File: config.mk
export PLATFORM = sky130hd
export DESIGN_NAME = dpram_fifo_ctrl
export DESIGN_NICKNAME = d
export VERILOG_FILES = /design/src/rtl/dpram_fifo_ctrl.sv
export SDC_FILE = /design/constraint.sdc
export NUM_CORES = 1
export LEC_CHECK = 0
export BUFFER_PORTS_ARGS = -buffer_cell sky130_fd_sc_hd__buf_2
export CORE_MARGIN = 2
export CORE_UTILIZATION = 30
export CTS_CLUSTER_DIAMETER = 30
export DETAILED_ROUTE_END_ITERATION = 6
export SYNTH_ARGS = -nofsm -noshare
export SYNTH_HDL_FRONTEND = slang
export SYNTH_SLANG_ARGS = --single-unit
File: constraint.sdc
create_clock -name clock -period 2.9 [get_ports clock]
set_input_delay 0.58 -clock clock [delete_from_list [all_inputs] [get_ports clock]]
set_output_delay 0.58 -clock clock [all_outputs]
set_load 0.02 [all_outputs]
File: src/rtl/dpram_fifo_ctrl.sv
// dpram_fifo_ctrl
// First-word-fall-through FIFO controller wrapped around an external
// dual-port RAM with a registered read port (one-cycle read latency).
// The RAM read register is the FIFO output stage, so dataout is a plain
// wire from ram_rdata and is valid whenever empty is low.
//
// Optional feature: define FIFO_CTRL_ERR_EN to get sticky overflow /
// underflow flags. Without it both outputs are tied low and no extra
// registers are built.
module dpram_fifo_ctrl #(
  parameter int ADDR_W = 4,
  parameter int DATA_W = 16
) (
  input  logic              clock,
  input  logic              reset,
  input  logic              clear,
  input  logic [DATA_W-1:0] datain,
  input  logic              write,
  input  logic              read,
  output logic [DATA_W-1:0] dataout,
  output logic              empty,
  output logic              full,
  output logic [ADDR_W:0]   usedw,
  output logic              overflow,
  output logic              underflow,
  output logic [ADDR_W-1:0] ram_waddr,
  output logic [DATA_W-1:0] ram_wdata,
  output logic              ram_wen,
  output logic [ADDR_W-1:0] ram_raddr,
  input  logic [DATA_W-1:0] ram_rdata
);

  localparam int              SIZE_I  = 1 << ADDR_W;
  localparam logic [ADDR_W:0] SIZE    = SIZE_I[ADDR_W:0];
  localparam logic [ADDR_W-1:0] PTR_ONE = ADDR_W'(1);
  localparam logic [ADDR_W:0]   CNT_ONE = (ADDR_W + 1)'(1);

  // Pointers wrap naturally mod 2^ADDR_W; occupancy comes from counts only.
  logic [ADDR_W-1:0] wr_ptr_q,    wr_ptr_d;
  logic [ADDR_W-1:0] rd_ptr_q,    rd_ptr_d;
  logic [ADDR_W-1:0] head_addr_q, head_addr_d;
  logic [ADDR_W:0]   ram_count_q, ram_count_d;
  logic              dout_valid_q, dout_valid_d;

  logic wr_acc;
  logic rd_acc;
  logic fetch;

  // Status and handshake decode from the current state.
  always_comb begin
    usedw   = ram_count_q + {{ADDR_W{1'b0}}, dout_valid_q};
    full    = (usedw == SIZE);
    empty   = ~dout_valid_q;
    wr_acc  = write & ~full;
    rd_acc  = read & dout_valid_q;
    // Refill the output register whenever it is free or being popped now.
    fetch   = (ram_count_q != '0) & (~dout_valid_q | rd_acc);
  end

  // RAM-side drive. Holding head_addr when not fetching keeps ram_rdata
  // stable; that slot cannot be rewritten until it has been popped.
  always_comb begin
    ram_waddr = wr_ptr_q;
    ram_wdata = datain;
    ram_wen   = wr_acc;
    ram_raddr = fetch ? rd_ptr_q : head_addr_q;
    dataout   = ram_rdata;
  end

  // Next-state logic; clear overrides any write/read in the same cycle.
  always_comb begin
    wr_ptr_d     = wr_ptr_q;
    rd_ptr_d     = rd_ptr_q;
    head_addr_d  = head_addr_q;
    ram_count_d  = ram_count_q;
    dout_valid_d = dout_valid_q;

    if (wr_acc) begin
      wr_ptr_d = wr_ptr_q + PTR_ONE;
    end

    if (fetch) begin
      head_addr_d  = rd_ptr_q;
      rd_ptr_d     = rd_ptr_q + PTR_ONE;
      dout_valid_d = 1'b1;
    end else if (rd_acc) begin
      dout_valid_d = 1'b0;
    end

    // ram_count only counts completed writes, so a slot is never fetched
    // in the same cycle it is written.
    case ({wr_acc, fetch})
      2'b10:   ram_count_d = ram_count_q + CNT_ONE;
      2'b01:   ram_count_d = ram_count_q - CNT_ONE;
      default: ram_count_d = ram_count_q;
    endcase

    if (clear) begin
      wr_ptr_d     = '0;
      rd_ptr_d     = '0;
      head_addr_d  = '0;
      ram_count_d  = '0;
      dout_valid_d = 1'b0;
    end
  end

  // Control state register with synchronous reset.
  always_ff @(posedge clock) begin
    if (reset) begin
      wr_ptr_q     <= '0;
      rd_ptr_q     <= '0;
      head_addr_q  <= '0;
      ram_count_q  <= '0;
      dout_valid_q <= 1'b0;
    end else begin
      wr_ptr_q     <= wr_ptr_d;
      rd_ptr_q     <= rd_ptr_d;
      head_addr_q  <= head_addr_d;
      ram_count_q  <= ram_count_d;
      dout_valid_q <= dout_valid_d;
    end
  end

`ifdef FIFO_CTRL_ERR_EN
  logic overflow_q,  overflow_d;
  logic underflow_q, underflow_d;

  // Sticky error flags: set on write-while-full / read-while-empty.
  always_comb begin
    overflow_d  = overflow_q  | (write & full);
    underflow_d = underflow_q | (read & empty);
    if (clear) begin
      overflow_d  = 1'b0;
      underflow_d = 1'b0;
    end
  end

  // Error flag register with synchronous reset.
  always_ff @(posedge clock) begin
    if (reset) begin
      overflow_q  <= 1'b0;
      underflow_q <= 1'b0;
    end else begin
      overflow_q  <= overflow_d;
      underflow_q <= underflow_d;
    end
  end

  assign overflow  = overflow_q;
  assign underflow = underflow_q;
`else
  assign overflow  = 1'b0;
  assign underflow = 1'b0;
`endif

endmodule

==> flow_summary_export.csv <==
group,metric,value,unit
status,status,"finished clean",
run,maxCapViolations,0,
die,die_width,70.5,µm
clock_tree,cts_made_buffers,3,
route,dr.pass1.iters,4,
sta,max_clock_freq,368,MHz
place,dp_hpwl,1.73,mm
clock_tree,cts_tree,"done",
critical_path,crit_arrival,2910,ps
layout,num_antenna_cells,0,
layout,layout_common_cells,"20 x buf_2, 18 x dfxtp_1, 12 x nor2_1, 8 x nand2_1",
place,portBuffers,20,
synth,synth_edf_count,0,
global_routing,grt_pass1_vias,826,
route,wirelength,2.27,mm
pwr,p_leak,0.647,nW
synth,netlist_instances,149,
synth,async_reset_ff_share,0,%
critical_path,crit_path_end_kind,"flop",
route,drc,0,
critical_path,cp_num_buf_inv,1,
critical_path,critical-path-top-delay-family,"adder cells",
synth,syn-cell-area,1330,µm²
layout,layout-drive-gt1-share,29.9,%
die,core_area,4290,µm²
layout,utilization,31.0,%
global_routing,grt-ovfl-total,0,
critical_path,max_stage_delay,350,ps
sta,finalSetupTns,0,ps
global_routing,grt_pass1_wl,3.80,mm
critical_path,slowest_stage,"fa_2",
critical_path,crit_type,"flop to flop",
layout,stdcell_area,1330,µm²
clock_tree,cts_setup_buffers,0,
critical_path,crit_required,3090,ps
sta,clock_skew,5.06,ps
critical_path,path_cells,"ha_2, ha_4, nor3_1, mux2_4, a21boi_4, inv_2, ha_4, fa_2, a21o_1, a21oi_1, mux2i_1, mux2i_1",
die,die-area,4970,µm²
pwr,power_density,649,nW/µm²
sta,finalHoldViolCount,0,
sta,rsz0062_at_grt,"no",
place,place_area,1270,µm²
clock_tree,htree_levels,1,
sta,period_share,93.7,%
synth,synthFlopType,"dfxtp_1",
pwr,vdd_ir_drop_max,229,µV
clock_tree,clkLatencyLatePin,260,ps
sta,post-route-min-period,2720,ps
clock_tree,cts_buffer_depth,2,
route,ant_nets,0,
layout,final_net_count,184,
critical_path,crit_fanout,6,
route,routed_via_density,4.47,
clock_tree,path_clk_slew,80,ps
route,vias,844,
layout,num-fill-cells,464,
die,row_count,24,
synth,yosys_register_bits,18,
layout,areaGrowthSynthToFinish,0.378,%
synth,synth_cell_types,36,
clock_tree,clock_sinks,18,
synth,synth.avg_cell_area,8.90,µm²
sta,slew_headroom,57.0,%
synth,yosys_warnings,0,
sta,setup_viol,0,
die,ios,87,
die,start_util,30.9,%
clock_tree,cts_root_buffer,"clkbuf_8",
layout,layout_commonest_cell,"buf_2",
route,drtIter0Drc,23,
synth,synth_seq_area_share,27.2,%
sta,worst_slew_pin_slew,643,ps
critical_path,cp-start-kind,"flop",
global_routing,antenna_found_initial,0,
hold_path,min_path_type,"flop to flop",
die,die_h,70.5,µm
global_routing,track_usage,9.66,%
route,wire_per_inst,12.0,µm
sta,slew_viol_final,0,
place,gp_congestion,0.761,
global_routing,grt_max_degree,12,
==> logic make-up after synthesis <==
logic type,share of synthesized area [%]
compound gates,8.77
flops,27.2
mux,10.7
fa+ha+maj,9.06
buf+inv,22.7
simple gates,14.7
other cells,0.283
xor+xnor,6.60
==> synth_stat cells (all sizes together) (2+ instances only) <==
cell type  count  area share (%)
a21o           2             1.1
a21oi          6             2.3
and2           5             2.4
buf           36              20
clkbuf         4             1.1
dfxtp         18              27
ha             8             7.5
inv            4             1.1
mux2           5             5.4
mux2i          7             5.3
nand2          8             2.3
nand3          3             1.1
nor2          12             3.4
o211ai         2             1.1
o21ai          2             1.6
or3            3             1.4
xnor2          3             2.0
xor2           7             4.6
==> final timing paths <==
kind,cells after the start,end,from,slack [ps]
worst max-delay path,12,ram_count_q[4],dout_valid_q,180
worst max register to register,12,ram_count_q[4],dout_valid_q,180
worst min-delay path,2,ram_waddr[3],ram_waddr[3],480
worst min register to register,2,ram_waddr[3],ram_waddr[3],480
==> per-stage QoR <==
stage	instances	power, mW	worst slack (ps)	hold WS, ps
final	189	0.863	182	481
after global routing	189	0.926	21.0	507
after CTS	189	0.875	142	489
after detailed placement	185	0.656	151	478
after global placement	185	0.655	223	464
after floorplan	150	0.635	23.7	479
==> what timing repair did <==
action,CTS,global route
gates resized for setup,0,1
hold buffers,0,0
setup endpoints to repair,0,1
==> registers in the layout, summed over array words and instances (netlist names) <==
register      flops
ram_count_q       5
dout_valid_q      1
rd_ptr_q          4
ram_waddr         4
head_addr_q       4
==> worst reg2reg max path, stage by stage, from the launching register on <==
cell and delay (ps):
dfxtp_1 330, ha_2 200, ha_4 270, nor3_1 50, mux2_4 310, a21boi_4 150
inv_2 60, ha_4 180, fa_2 350, a21o_1 190, a21oi_1 160, mux2i_1 230
mux2i_1 190
==> where the power goes <==
group          leakage, nW  switching, mW  internal [mW]  total, mW
sequential           0.146         0.0223          0.264      0.286
clock               0.0288         0.0913          0.121      0.212
combinational        0.472          0.196          0.169      0.365
total                0.647          0.310          0.553      0.863
==> area by class of cell <==
type,instances,area [µm²],share of cell area (%)
timing repair buffer,23,123,9.21
sequential,18,360,27.1
inverter,4,15.0,1.13
clock buffer,4,55.1,4.14
tap,52,65.1,4.89
multi-input combinational,88,713,53.6
==> per-layer routing <==
layer | track usage [%] | share of wire [%] | vias to the layer above
met4 | 7.26 | 2.8 | 0
met2 | 14.3 | 43 | 19
li1 | - | - | 435
met5 | 0 | 0 | -
met3 | 2.60 | 6.7 | 8
met1 | 11.8 | 47 | 382
(Power assumes the default switching activity.)
